<file path="src/rtl/systolic_sequencer.sv">
// Feed/drain controller for a systolic array: buffers operands, streams them
// diagonally skewed into the array, then drains one result row per cycle.
module systolic_sequencer #(
  parameter int ROW_NUMBER    = 4,
  parameter int COLUMN_NUMBER = 4,
  parameter int DATA_WIDTH    = 8,
  parameter int K_DEPTH       = 4,
  parameter int SETTLE_CYCLES = 4,
  parameter int DRAIN_LAT     = 1,
  localparam int MAX_RC = (ROW_NUMBER > COLUMN_NUMBER) ? ROW_NUMBER : COLUMN_NUMBER,
  // one spare code on lane/index so out-of-range writes can be expressed and rejected
  localparam int LANE_W = $clog2(MAX_RC + 1),
  localparam int IDX_W  = $clog2(K_DEPTH + 1),
  localparam int ROW_W  = (ROW_NUMBER > 1) ? $clog2(ROW_NUMBER) : 1
) (
  input  logic                                clk,
  input  logic                                reset,
  input  logic                                wr_en,
  input  logic                                wr_sel,
  input  logic [LANE_W-1:0]                   wr_lane,
  input  logic [IDX_W-1:0]                    wr_idx,
  input  logic [DATA_WIDTH-1:0]               wr_data,
  output logic                                wr_err,
  input  logic                                start,
  output logic                                busy,
  output logic                                done,
  output logic                                arr_reset,
  output logic                                arr_through,
  output logic [COLUMN_NUMBER*DATA_WIDTH-1:0] top_in,
  output logic [ROW_NUMBER*DATA_WIDTH-1:0]    left_in,
  input  logic [COLUMN_NUMBER*DATA_WIDTH-1:0] down_out,
  output logic                                res_valid,
  output logic [ROW_W-1:0]                    res_row,
  output logic [COLUMN_NUMBER*DATA_WIDTH-1:0] res_data,
  output logic [2:0]                          dbg_state
);

  localparam int F_LEN     = K_DEPTH + MAX_RC - 1;
  localparam int DRAIN_LEN = DRAIN_LAT + ROW_NUMBER;
  localparam int CNT_MAX   = (F_LEN > SETTLE_CYCLES) ?
                             ((F_LEN > DRAIN_LEN) ? F_LEN : DRAIN_LEN) :
                             ((SETTLE_CYCLES > DRAIN_LEN) ? SETTLE_CYCLES : DRAIN_LEN);
  localparam int CNT_W     = $clog2(CNT_MAX + 1);
  localparam int KI_W      = (K_DEPTH > 1) ? $clog2(K_DEPTH) : 1;

  typedef enum logic [2:0] {
    S_IDLE, S_CLEAR, S_FEED, S_SETTLE, S_DRAIN, S_DONE
  } state_e;

  state_e                        state_q, state_d;
  logic [CNT_W-1:0]              cnt_q, cnt_d;
  int                            cnt_i;
  logic [DATA_WIDTH-1:0]         top_buf_q  [COLUMN_NUMBER][K_DEPTH];
  logic [DATA_WIDTH-1:0]         left_buf_q [ROW_NUMBER][K_DEPTH];
  logic                          wr_err_q;
  logic                          res_valid_q;
  logic [ROW_W-1:0]              res_row_q;
  logic [COLUMN_NUMBER*DATA_WIDTH-1:0] res_data_q;
  logic                          wr_ok;
  logic                          drain_sample;

  assign cnt_i     = int'(cnt_q);
  assign dbg_state = state_q;

  always_ff @(posedge clk) begin
    if (reset) begin
      state_q <= S_IDLE;
      cnt_q   <= '0;
    end else begin
      state_q <= state_d;
      cnt_q   <= cnt_d;
    end
  end

  always_comb begin
    state_d = state_q;
    cnt_d   = cnt_q + CNT_W'(1);
    case (state_q)
      S_IDLE: begin
        cnt_d = '0;
        if (start) state_d = S_CLEAR;
      end
      S_CLEAR: begin
        cnt_d   = '0;
        state_d = S_FEED;
      end
      S_FEED: if (cnt_i == F_LEN - 1) begin
        cnt_d   = '0;
        state_d = (SETTLE_CYCLES > 0) ? S_SETTLE : S_DRAIN;
      end
      S_SETTLE: if (cnt_i == SETTLE_CYCLES - 1) begin
        cnt_d   = '0;
        state_d = S_DRAIN;
      end
      S_DRAIN: if (cnt_i == DRAIN_LEN - 1) begin
        cnt_d   = '0;
        state_d = S_DONE;
      end
      S_DONE: begin
        cnt_d   = '0;
        state_d = S_IDLE;
      end
      default: begin
        cnt_d   = '0;
        state_d = S_IDLE;
      end
    endcase
  end

  // Lane i is delayed by i cycles, giving the diagonal wavefront the array expects.
  always_comb begin
    int t_off;
    t_off       = 0;
    busy        = (state_q != S_IDLE);
    done        = (state_q == S_DONE);
    arr_reset   = (state_q == S_IDLE) || (state_q == S_CLEAR);
    arr_through = (state_q == S_DRAIN);
    top_in      = '0;
    left_in     = '0;
    for (int i = 0; i < COLUMN_NUMBER; i++) begin
      t_off = cnt_i - i;
      if (state_q == S_FEED && t_off >= 0 && t_off < K_DEPTH)
        top_in[i*DATA_WIDTH +: DATA_WIDTH] = top_buf_q[i][t_off[KI_W-1:0]];
    end
    for (int j = 0; j < ROW_NUMBER; j++) begin
      t_off = cnt_i - j;
      if (state_q == S_FEED && t_off >= 0 && t_off < K_DEPTH)
        left_in[j*DATA_WIDTH +: DATA_WIDTH] = left_buf_q[j][t_off[KI_W-1:0]];
    end
  end

  assign wr_ok = wr_en && (state_q == S_IDLE) &&
                 (int'(wr_lane) < (wr_sel ? ROW_NUMBER : COLUMN_NUMBER)) &&
                 (int'(wr_idx) < K_DEPTH);
  assign drain_sample = (state_q == S_DRAIN) && (cnt_i >= DRAIN_LAT);

  always_ff @(posedge clk) begin
    if (reset) begin
      for (int i = 0; i < COLUMN_NUMBER; i++)
        for (int k = 0; k < K_DEPTH; k++) top_buf_q[i][k] <= '0;
      for (int j = 0; j < ROW_NUMBER; j++)
        for (int k = 0; k < K_DEPTH; k++) left_buf_q[j][k] <= '0;
      wr_err_q    <= 1'b0;
      res_valid_q <= 1'b0;
      res_row_q   <= '0;
      res_data_q  <= '0;
    end else begin
      wr_err_q <= wr_en && !wr_ok;
      for (int i = 0; i < COLUMN_NUMBER; i++)
        for (int k = 0; k < K_DEPTH; k++)
          if (wr_ok && !wr_sel && int'(wr_lane) == i && int'(wr_idx) == k)
            top_buf_q[i][k] <= wr_data;
      for (int j = 0; j < ROW_NUMBER; j++)
        for (int k = 0; k < K_DEPTH; k++)
          if (wr_ok && wr_sel && int'(wr_lane) == j && int'(wr_idx) == k)
            left_buf_q[j][k] <= wr_data;
      // bottom row leaves the array first
      res_valid_q <= drain_sample;
      if (drain_sample) begin
        res_row_q  <= ROW_W'(ROW_NUMBER - 1 - (cnt_i - DRAIN_LAT));
        res_data_q <= down_out;
      end
    end
  end

  assign wr_err    = wr_err_q;
  assign res_valid = res_valid_q;
  assign res_row   = res_row_q;
  assign res_data  = res_data_q;

endmodule
</file>
<file path="config.mk">
export PLATFORM = sky130hd
export DESIGN_NAME = systolic_sequencer
export DESIGN_NICKNAME = d
export VERILOG_FILES = /design/src/rtl/systolic_sequencer.sv
export SDC_FILE = /design/constraint.sdc
export NUM_CORES = 1
export LEC_CHECK = 0
export BUFFER_PORTS_ARGS = -buffer_cell sky130_fd_sc_hd__buf_4
export CAP_MARGIN = 20
export CORE_ASPECT_RATIO = 0.9
export CORE_MARGIN = 10
export CORE_UTILIZATION = 62
export CTS_CLUSTER_DIAMETER = 120
export CTS_CLUSTER_SIZE = 20
export DETAILED_ROUTE_END_ITERATION = 6
export GPL_TIMING_DRIVEN = 0
export PLACE_DENSITY = 0.84
export SYNTH_ARGS = -nofsm -noshare
export SYNTH_HDL_FRONTEND = slang
export SYNTH_SLANG_ARGS = --single-unit
</file>
<file path="constraint.sdc">
create_clock -name clk -period 7.88 [get_ports clk]
set_input_delay 0.394 -clock clk [delete_from_list [all_inputs] [get_ports clk]]
set_output_delay 0.394 -clock clk [all_outputs]
set_load 0.05 [all_outputs]
</file>
==> reports/qor.csv, run 1 <==
stage;metric;value;unit
outcome;outcome;completed;
setup_path;CP max-delay cell;clkbuf_1;
global_route;global-route wire length before repair;51780;um
detailed_routing;post-route ant nets;0;
power_and_ir_drop;clock power share;32.2;%
detailed_routing;initial drt markers;1249;
clocking;CTS sink count;298;
final_layout;post-layout util;73.22;%
yosys;Seq/Total Area, Yosys;67.03;%
setup_path;CP Capture Type;output port;
sta;Final WS setup;3.060;ns
floorplan;die area;26660;um2
sta;Slew HR;29.04;%
power_and_ir_drop;net switching power;637.5;uW
yosys;count of cell types in the netlist;44;
yosys;Mapped Cells;860;
floorplan;# rows;49;
yosys;Mapped Nets;919;
setup_path;CP cell instances;clkbuf_1 -> buf_2 -> buf_2 -> inv_1 -> ha_1 -> clkbuf_1 -> clkbuf_1 -> mux4_2 -> nor2b_1 -> buf_4;
clocking;Skew-Pair Late Insertion Delay;0.51;ns
setup_path;cell family with most CP delay;buffers and inverters;
final_layout;Layout Area Growth over Synthesis;15.72;%
power_and_ir_drop;Comb pwr share;6.9;%
setup_path;worst-path maximum fanout;10;
power_and_ir_drop;Static Leak;5.373;nW
placement;GPL Wtd Cong;0.9969;
clocking;post-CTS setup buffer count;0;
floorplan;chip height;155.9;um
clocking;Worst-path clk slew;0.08;ns
floorplan;Initial Util;63.27;%
sta;period utilisation layout;61.17;%
final_layout;Design Area, Final;14720;um2
clocking;hold_buf cts;0;
sta;setup violators final;0;
sta;hold_ws;0.1229;ns
power_and_ir_drop;Pwr Density;197.3;nW/um2
placement;post-DP HPWL;25150;um
floorplan;Top Ports;158;
clocking;TritonCTS clock tree;done;
detailed_routing;WL final;35190;um
yosys;Avg Inst Size Synth;14.79;um2
global_route;Remaining Overflow, GRT;0;
power_and_ir_drop;Reg power frac;60.9;%
global_route;initial antenna violation count;0;
floorplan;core area;20110;um2
placement;Cell Area, Placed;14220;um2
yosys;Post-synth EDFFs;256;
placement;post-place setup slack;3.590;ns
sta;RSZ-0062 raised after global routing;no;
final_layout;nets;1096;
sta;Worst-Margin Slew;1.062;ns
sta;endpoints failing hold;0;
sta;Slew Viols, Final;0;
final_layout;Diodes inserted;0;
setup_path;most used cell along the critical path;clkbuf_1;
sta;Setup Skew;0.01264;ns
clocking;clk buf depth;3;
sta;Setup TNS;0;ns
global_route;via count of the first global-routing pass;8314;
placement;IO buf count;156;
detailed_routing;Via Count;8474;
sta;Max Clk Rate;0.2075;GHz
yosys;Yosys reg bits;298;
setup_path;CP arrival;4.43;ns
detailed_routing;Vias per Instance;6.523;
yosys;main flop type after synthesis;edfxtp_1;
setup_path;Setup Crit Path Kind;flop to output port;
min_path;worst hold path type;input pin to flop;
setup_path;CP peak stage delay;0.74;ns
final_layout;share of post-route cells with drive strength above 1;26.25;%
clocking;H-tree levels;1;
yosys;mapped cell area;12720;um2
yosys;YS warnings;0;
floorplan;Die X;171;um
clocking;post-CTS sizing;0;
final_layout;leading cell type in the layout, fill and taps excluded;edfxtp_1;
yosys;Synth async-reset ratio;0;%
power_and_ir_drop;Switching Fraction;21.94;%
setup_path;Critical Path Start Type;flop;
setup_path;critical path buffer and inverter count;7;
power_and_ir_drop;internal power;2.268;mW
setup_path;WP data required;7.49;ns
clocking;clk root buf;clkbuf_16;
detailed_routing;DRC;0;
detailed_routing;WL/cell;27.09;um
final_layout;most frequent cells in the layout;edfxtp_1, nor2_1, buf_4, mux4_2, clkbuf_1;
clocking;total CTS buffers;18;
global_route;largest net degree at the start of global routing;22;
global_route;GR Util All Layers;25.97;%
detailed_routing;router iterations before antenna repair;6;
job;Max-Cap Viols;0;
sta;fin crit period;4.820;ns
power_and_ir_drop;VDD IR-drop max;0.1429;mV
registers in the layout, summed over array words and instances (netlist names):
signal and cells:
res_valid 1, res_row 2, top_buf_q 128, left_buf_q 128, res_data 32, cnt_q 3, dbg_state 3, wr_err 1
cells by family after synthesis:
family,Yosys count,synth area share [%]
AOI/OAI and AO/OA,47,2.744
xor gates and xnor gates,2,0.1377
adders and majority gates,8,0.7867
buffers and inverters,64,2.213
DFF,298,67.03
muxes,99,14.09
and+or+nand+nor,342,13.00
metrics by stage:
step	instances	power, mW
6_report	1299	2.905
5_1_grt	1299	2.969
4_1_cts	1299	2.897
3_5_place_dp	1272	2.001
3_3_place_gp	1271	1.994
2_1_floorplan	860	1.917
per-layer routing:
| metal | GRT usage (%) | wire length, um |
|---|---|---|
| met1 | 33.23 | 12390 |
| met3 | 8.930 | 5023 |
| met4 | 8.482 | 1432 |
| met2 | 41.01 | 16350 |
| met5 | 0 | 0 |
synth_stat cells, types with 2 or more instances:
cell | instances | area share (%)
edfxtp_1 | 256 | 60
nor2_1 | 176 | 5.2
mux4_2 | 64 | 11
nand2_1 | 43 | 1.3
dfxtp_1 | 42 | 6.6
clkbuf_1 | 38 | 1.1
mux2i_1 | 34 | 2.7
and3_1 | 33 | 1.6
nor2b_1 | 33 | 1.6
and2_1 | 17 | 0.84
a21o_1 | 13 | 0.77
buf_2 | 12 | 0.47
o21bai_1 | 12 | 0.71
ha_1 | 8 | 0.79
a21oi_1 | 6 | 0.24
nor3_1 | 6 | 0.24
buf_4 | 5 | 0.30
inv_1 | 5 | 0.15
nand2b_1 | 5 | 0.25
nand3_1 | 5 | 0.20
a31o_2 | 4 | 0.28
a41o_1 | 4 | 0.31
and2b_1 | 4 | 0.24
nor3_2 | 4 | 0.31
buf_1 | 3 | 0.088
nor3b_1 | 3 | 0.18
or3_1 | 3 | 0.15
or3b_2 | 3 | 0.21
nand3b_1 | 2 | 0.12
o21ai_0 | 2 | 0.079
xor2_1 | 2 | 0.14
path summary, 6_finish.rpt:
check | slack, ns | to | start | cells after the start
setup / recovery | 3.06 | left_in[27] | cnt_q[0] | 10
hold / removal | 0.12 | res_data[2] | down_out[2] | 3
setup reg to reg | 4.22 | cnt_q[1] | cnt_q[0] | 9
hold reg to reg | 0.50 | res_data[4] | res_data[4] | 2
power groups by stage:
stage	clock, mW	combinational [mW]	sequential [mW]
global route	0.985	0.210	1.77
global placement	0	0.193	1.80
CTS	0.931	0.197	1.77
floorplan	0	0.115	1.80
detailed placement	0	0.196	1.80
finish	0.935	0.201	1.77
layout make-up:
| class | count | area [um2] |
|---|---|---|
| flip-flops and latches | 298 | 8528 |
| fillers | 1266 | 5385 |
| multi-input cells | 498 | 3914 |
| repair buffers | 157 | 1176 |
| clock buffers | 26 | 501.7 |
| well taps | 255 | 319.1 |
| plain buffers | 59 | 262.8 |
| inverters | 5 | 18.77 |
| clock inverters | 1 | 3.754 |
worst register-to-register path, cell delays in order (launching register included):
cell and delay, ns:
dfxtp_1 0.37, clkbuf_1 0.23, buf_2 0.39, buf_2 0.43, inv_1 0.16, ha_1 0.30, clkbuf_1 0.48, clkbuf_1 0.74
o21ai_0 0.28, a21oi_1 0.21
No activity file was read; power rests on OpenSTA's default activity.
==> run 2, diff against run 1 <==
--- a/config.mk
+++ b/config.mk
@@ -5,16 +5,17 @@
 export SDC_FILE = /design/constraint.sdc
 export NUM_CORES = 1
 export LEC_CHECK = 0
+export ABC_AREA = 1
 export BUFFER_PORTS_ARGS = -buffer_cell sky130_fd_sc_hd__buf_4
 export CAP_MARGIN = 20
 export CORE_ASPECT_RATIO = 0.9
 export CORE_MARGIN = 10
-export CORE_UTILIZATION = 62
+export CORE_UTILIZATION = 58
 export CTS_CLUSTER_DIAMETER = 120
 export CTS_CLUSTER_SIZE = 20
 export DETAILED_ROUTE_END_ITERATION = 6
 export GPL_TIMING_DRIVEN = 0
-export PLACE_DENSITY = 0.84
+export PLACE_DENSITY = 0.8
 export SYNTH_ARGS = -nofsm -noshare
 export SYNTH_HDL_FRONTEND = slang
 export SYNTH_SLANG_ARGS = --single-unit
==> constraint.sdc (replaced) <==
create_clock -name clk -period 4.8 [get_ports clk]
set_input_delay 0.24 -clock clk [delete_from_list [all_inputs] [get_ports clk]]
set_output_delay 0.24 -clock clk [all_outputs]
set_load 0.05 [all_outputs]
==> run 2 against run 1 <==
Net effect:
- combinational power grew to 4.6 times the previous value
- die area grew 6.2%
- non-clock buffer count grew 46
- cell count grew 36%
- synthesized area grew 0.20%
- global-route usage grew 0.52 points
- via count grew 23%
- design area grew 2.7%
- critical endpoint is now left_in[10]
- largest cell class unchanged
==> reports/qor.csv, run 2 <==
stage;metric;value;unit;change
outcome;outcome;completed;;unchanged
yosys;synth cell count leaders;nor2_1, edfxtp_1, o21ai_0;;was edfxtp_1, nor2_1, mux4_2
setup_path;CP peak stage delay;0.61;ns;was 0.74 ns
global_route;global-route wire length before repair;57930;um;was 51780 um
floorplan;die area;28320;um2;was 26660 um2
power_and_ir_drop;VDD IR-drop max;0.2923;mV;was 0.1429 mV
setup_path;worst-path maximum fanout;12;;was 10
yosys;top-count cell post-synth;nor2_1;;was edfxtp_1
floorplan;chip height;160.7;um;was 155.9 um
setup_path;Setup Crit Path Kind;flop to output port;;unchanged
detailed_routing;met3 wire length;4592;um;was 5023 um
detailed_routing;initial drt markers;1273;;was 1249
global_route;via count of the first global-routing pass;10120;;was 8314
final_layout;Diodes inserted;0;;unchanged
clocking;clk root buf;clkbuf_16;;unchanged
setup_path;CP cell instances;inv_2 -> buf_2 -> clkbuf_1 -> ha_1 -> inv_1 -> clkbuf_1 -> o21ai_0 -> o22ai_1 -> nand2_1 -> inv_1 -> buf_4;;was clkbuf_1 -> buf_2 -> buf_2 -> inv_1 -> ha_1 -> clkbuf_1 -> clkbuf_1 -> mux4_2 -> nor2b_1 -> buf_4
sta;fin crit period;4.134;ns;
yosys;mapped cell area;12750;um2;was 12720 um2
placement;IO buf count;156;;unchanged
placement;post-DP HPWL;27000;um;was 25150 um
setup_path;critical path buffer and inverter count;7;;unchanged
job;Max-Cap Viols;0;;unchanged
clocking;TritonCTS clock tree;done;;unchanged
setup_path;WP data required;4.56;ns;was 7.49 ns
yosys;Seq/Total Area, Yosys;66.90;%;was 67.03%
setup_path;Critical Path Start Type;flop;;unchanged
clocking;clk buf depth;3;;unchanged
clocking;Skew-Pair Late Insertion Delay;0.51;ns;about the same
yosys;largest cells by area after synthesis;edfxtp_1, nor2_1, o21ai_0;;was edfxtp_1, mux4_2, dfxtp_1
clocking;H-tree levels;1;;unchanged
final_layout;share of post-route cells with drive strength above 1;17.47;%;was 26.25%
detailed_routing;met1 WL;14250;um;was 12390 um
final_layout;post-layout util;69.88;%;was 73.22%
floorplan;core area;21630;um2;was 20110 um2
global_route;Remaining Overflow, GRT;0;;unchanged
yosys;Post-synth EDFFs;256;;unchanged
floorplan;Initial Util;58.93;%;was 63.27%
sta;Slew Viols, Final;0;;unchanged
clocking;total CTS buffers;18;;unchanged
sta;period utilisation layout;86.11;%;
setup_path;CP max-delay cell;clkbuf_1;;unchanged
final_layout;nets;1518;;was 1096
detailed_routing;post-route ant nets;0;;unchanged
clocking;post-CTS setup buffer count;0;;unchanged
min_path;worst hold path type;input pin to flop;;unchanged
yosys;Yosys reg bits;298;;unchanged
power_and_ir_drop;Static Leak;6.163;nW;was 5.373 nW
global_route;largest net degree at the start of global routing;22;;unchanged
placement;GPL Wtd Cong;0.9579;;was 0.9969
setup_path;CP Capture Type;output port;;unchanged
sta;setup violators final;0;;unchanged
sta;endpoints failing hold;0;;unchanged
detailed_routing;met2 wire length;18210;um;was 16350 um
power_and_ir_drop;Pwr Density;358.7;nW/um2;was 197.3 nW/um2
floorplan;Top Ports;158;;unchanged
detailed_routing;router iterations before antenna repair;6;;unchanged
detailed_routing;Via Count;10400;;was 8474
detailed_routing;DRC;0;;unchanged
clocking;CTS sink count;298;;unchanged
yosys;area leader, netlist;edfxtp_1;;unchanged
placement;Inst Count DP;1702;;was 1272
final_layout;fin cells;1762;;was 1299
setup_path;cell family with most CP delay;buffers and inverters;;unchanged
sta;Setup TNS;0;ns;unchanged
detailed_routing;WL final;38450;um;was 35190 um
detailed_routing;WL/cell;21.82;um;was 27.09 um
floorplan;# rows;51;;was 49
final_layout;most frequent cells in the layout;nor2_1, edfxtp_1, o21ai_0, buf_4, nand2_1;;was edfxtp_1, nor2_1, buf_4, mux4_2, clkbuf_1
clocking;hold_buf cts;20;;was 0
clocking;Worst-path clk slew;0.08;ns;about the same
yosys;YS warnings;0;;unchanged
sta;Setup Skew;0.01159;ns;was 0.01264 ns
yosys;Synth async-reset ratio;0;%;unchanged
sta;Max Clk Rate;0.2419;GHz;
yosys;Mapped Nets;1306;;was 919
sta;RSZ-0062 raised after global routing;no;;unchanged
sta;Slew HR;23.70;%;was 29.04%
yosys;count of cell types in the netlist;25;;was 44
power_and_ir_drop;Power Total;5.422;mW;was 2.905 mW
final_layout;Layout Area Growth over Synthesis;18.57;%;was 15.72%
sta;Worst-Margin Slew;1.145;ns;was 1.062 ns
yosys;main flop type after synthesis;edfxtp_1;;unchanged
global_route;GR Util All Layers;26.50;%;was 25.97%
setup_path;CP arrival;3.89;ns;was 4.43 ns
clocking;post-CTS sizing;0;;unchanged
floorplan;Die X;176.3;um;was 171 um
final_layout;leading cell type in the layout, fill and taps excluded;nor2_1;;was edfxtp_1
yosys;Avg Inst Size Synth;10.22;um2;was 14.79 um2
yosys;share of the synthesized area in the top cell type;60.30;%;was 60.42%
detailed_routing;top layer in use;met4;;unchanged
yosys;Mapped Cells;1247;;was 860
detailed_routing;Vias per Instance;5.901;;was 6.523
global_route;initial antenna violation count;0;;unchanged
-- run 2: final cells by class --
| cell class | count | area (um2) |
|---|---|---|
| repair buffers | 192 | 1469 |
| well taps | 291 | 364.1 |
| clock buffers | 32 | 534.3 |
| inverters | 68 | 255.2 |
| flip-flops and latches | 298 | 8528 |
| multi-input cells | 811 | 3677 |
| fillers | 1607 | 6516 |
| plain buffers | 70 | 287.8 |
-- run 2: cells by family (layout without fill, tap and decap cells) --
family                   after synthesis  after routing  synth area share (%)
AND/OR/NAND/NOR                      523            523                 16.71
flip-flops                           298            298                 66.90
AO/OA/AOI/OAI                        280            280                 11.35
buffers and inverters                138            362                 4.259
adder cells (fa/ha/maj)                8              8                0.7852
-- run 2: path summary, 6_finish.rpt --
check / start / end / slack [ns] / cells after the start
max: cnt_q[0] / left_in[10] / 0.67 / 11
min: down_out[29] / res_data[29] / 0.003 / 3
max reg2reg: cnt_q[0] / res_row[1] / 1.84 / 7
min reg2reg: res_data[23] / res_data[23] / 0.49 / 2
-- run 2: worst reg2reg max path, delay by kind of cell, from the launching register on --
family          cells  cell delay, ns
compound gates      1            0.13
fa+ha+maj           1            0.46
buf+inv             5            1.80
flops               1            0.43
-- run 2: report_power, final --
| group | switching (mW) | internal [mW] | leakage (nW) |
|---|---|---|---|
| Clock | 0.808 | 0.760 | 0.256 |
| Combinational | 0.677 | 0.247 | 2.93 |
| Sequential | 0.0438 | 2.89 | 2.98 |
-- run 2: per-layer routing --
metal	vias up	track usage, %
met5	-	0
met4	0	9.704
met3	108	6.493
met2	641	43.25
met1	4955	33.63
li1	4693	-
-- run 2: stage by stage --
stage,cell area [um2],hold slack [ns],setup WS [ns]
2_1_floorplan,12750,0.3683,2.110
3_3_place_gp,14280,0.4641,1.427
3_5_place_dp,14330,0.4720,1.347
4_1_cts,15070,0.003017,0.8028
5_1_grt,15120,0.01069,0.5235
6_report,15120,0.002579,0.6665
==> run 3, diff against run 2 <==
--- a/config.mk
+++ b/config.mk
@@ -6,10 +6,9 @@
 export NUM_CORES = 1
 export LEC_CHECK = 0
 export ABC_AREA = 1
-export BUFFER_PORTS_ARGS = -buffer_cell sky130_fd_sc_hd__buf_4
+export BUFFER_PORTS_ARGS = -buffer_cell sky130_fd_sc_hd__buf_2
 export CAP_MARGIN = 20
 export CORE_ASPECT_RATIO = 0.9
-export CORE_MARGIN = 10
 export CORE_UTILIZATION = 58
 export CTS_CLUSTER_DIAMETER = 120
 export CTS_CLUSTER_SIZE = 20
==> run 3 against run 2 <==
Net effect:
- worst setup slack got worse by 0.035 ns
- largest power group unchanged
- critical endpoint unchanged
- highest routed layer is now met5
- the run now ends with negative hold slack left
- non-clock buffer count is 9 higher
- sequential share of layout area grew 1.2 points
==> reports/qor.csv, run 3 (synthesized netlist as in run 2, its figures left out) <==
stage;metric;value;unit;change
final_layout;leading cell type in the layout, fill and taps excluded;nor2_1;;unchanged
setup_path;WP data required;4.56;ns;about the same
floorplan;Initial Util;59.11;%;was 58.93%
sta;period utilisation layout;86.84;%;was 86.11%
setup_path;most used cell along the critical path;inv_1;;
power_and_ir_drop;Pwr Density;364.7;nW/um2;was 358.7 nW/um2
setup_path;cell family with most CP delay;buffers and inverters;;unchanged
setup_path;Critical Path Start Type;flop;;unchanged
detailed_routing;Via Count;10520;;was 10400
floorplan;Top Ports;158;;unchanged
outcome;failing checks;negative hold slack;;
global_route;largest net degree at the start of global routing;22;;unchanged
placement;post-DP HPWL;25110;um;was 27000 um
min_path;worst hold path type;input pin to flop;;unchanged
setup_path;CP cell instances;clkbuf_2 -> inv_1 -> buf_1 -> ha_1 -> inv_1 -> clkbuf_1 -> o21ai_0 -> o22ai_1 -> nand2_1 -> inv_1 -> buf_2;;was inv_2 -> buf_2 -> clkbuf_1 -> ha_1 -> inv_1 -> clkbuf_1 -> o21ai_0 -> o22ai_1 -> nand2_1 -> inv_1 -> buf_4
clocking;clk buf depth;3;;unchanged
power_and_ir_drop;Static Leak;6.168;nW;was 6.163 nW
clocking;Worst-path clk slew;0.09;ns;was 0.08 ns
setup_path;CP peak stage delay;0.60;ns;was 0.61 ns
detailed_routing;post-route ant nets;0;;unchanged
final_layout;share of post-route cells with drive strength above 1;17.70;%;was 17.47%
detailed_routing;WL/cell;20.82;um;was 21.82 um
global_route;via count of the first global-routing pass;9705;;was 10120
setup_path;critical path buffer and inverter count;7;;unchanged
sta;Setup TNS;0;ns;unchanged
sta;endpoints failing hold;1;;was 0
sta;Slew HR;21.92;%;was 23.70%
sta;Worst-Margin Slew;1.171;ns;was 1.145 ns
placement;IO buf count;156;;unchanged
floorplan;die area;22580;um2;was 28320 um2
sta;fin crit period;4.168;ns;was 4.134 ns
outcome;outcome;finished with violations;;was completed
floorplan;chip height;142.7;um;was 160.7 um
final_layout;Design Area, Final;14790;um2;was 15120 um2
sta;RSZ-0062 raised after global routing;no;;unchanged
final_layout;Diodes inserted;0;;unchanged
sta;setup violators final;0;;unchanged
power_and_ir_drop;VDD IR-drop max;0.3371;mV;was 0.2923 mV
sta;Slew Viols, Final;0;;unchanged
clocking;total CTS buffers;18;;unchanged
detailed_routing;router iterations before antenna repair;7;;was 6
sta;hold_ws;-0.004721;ns;was 0.002579 ns
floorplan;Die X;158.3;um;was 176.3 um
global_route;global-route wire length before repair;54010;um;was 57930 um
setup_path;CP arrival;3.93;ns;was 3.89 ns
clocking;TritonCTS clock tree;done;;unchanged
job;Max-Cap Viols;0;;unchanged
setup_path;CP max-delay cell;buf_1;;was clkbuf_1
floorplan;# rows;51;;unchanged
clocking;CTS sink count;298;;unchanged
setup_path;Setup Crit Path Kind;flop to output port;;unchanged
clocking;clk root buf;clkbuf_16;;unchanged
final_layout;nets;1527;;was 1518
setup_path;CP Capture Type;output port;;unchanged
clocking;H-tree levels;1;;unchanged
final_layout;most frequent cells in the layout;nor2_1, edfxtp_1, o21ai_0, buf_2, nand2_1;;was nor2_1, edfxtp_1, o21ai_0, buf_4, nand2_1
clocking;post-CTS sizing;0;;unchanged
detailed_routing;DRC;0;;unchanged
clocking;Skew-Pair Late Insertion Delay;0.52;ns;was 0.51 ns
setup_path;worst-path maximum fanout;12;;unchanged
detailed_routing;Vias per Instance;5.938;;was 5.901
detailed_routing;initial drt markers;1394;;was 1273
detailed_routing;WL final;36880;um;was 38450 um
placement;Cell Area, Placed;13950;um2;was 14330 um2
global_route;GR Util All Layers;32.98;%;was 26.50%
sta;Max Clk Rate;0.2399;GHz;was 0.2419 GHz
sta;Setup Skew;0.01762;ns;was 0.01159 ns
global_route;initial antenna violation count;1;;was 0
placement;GPL Wtd Cong;0.9750;;was 0.9579
final_layout;Layout Area Growth over Synthesis;16.04;%;was 18.57%
global_route;Remaining Overflow, GRT;0;;unchanged
floorplan;core area;21570;um2;was 21630 um2
run 3: layer usage:
layer	up-vias	track usage [%]	part of all wire, %
met2	714	53.44	47
met1	4936	42.99	37
met4	2	13.92	4.8
met3	165	7.436	12
li1	4700	-	-
met5	-	0	0.022
run 3: cell type report:
cell class / instances / area, um2
buffer: 70 / 287.8
multi-input combinational: 811 / 3677
clock buffer: 32 / 534.3
sequential: 298 / 8528
inverter: 68 / 255.2
tap: 291 / 364.1
fill: 1592 / 6775
timing repair buffer: 201 / 1146
run 3: repair_timing:
| action | 4_1_cts | 5_1_grt |
|---|---|---|
| endpoints found under the hold margin | 24 | 0 |
| hold buffers | 24 | 0 |
| setup buffers | 0 | 0 |
run 3: worst reg2reg max path, stage by stage (launching register included):
cell	delay (ns)
dfxtp_1	0.34
clkbuf_2	0.22
inv_1	0.26
buf_1	0.60
ha_1	0.47
inv_1	0.21
buf_1	0.58
a21oi_1	0.14
run 3: metrics by stage:
stage	utilization (%)	worst slack [ns]	std cells	hold slack, ns	total power [mW]
6_report	68.59	0.6318	1771	-0.004721	5.395
4_1_cts	68.25	0.7908	1759	0.001706	5.354
3_5_place_dp	64.66	1.365	1703	0.4670	3.828
3_3_place_gp	64.42	1.393	1694	0.4562	3.803
2_1_floorplan	-	2.110	1247	0.3683	3.549
5_1_grt	68.59	0.4914	1771	0.005079	5.525
run 3: path summary, 6_finish.rpt:
kind,from,to,slack [ns],cells after the start
worst max-delay path,cnt_q[1],left_in[10],0.63,11
worst min register to register,res_data[11],res_data[11],0.49,2
worst max register to register,cnt_q[1],res_row[1],1.84,7
worst min-delay path,down_out[5],res_data[5],-0.005,3
run 3: power by group:
group	internal (mW)	switching, mW
Clock	0.761	0.821
Combinational	0.210	0.673
Sequential	2.89	0.0441
Total	3.86	1.54
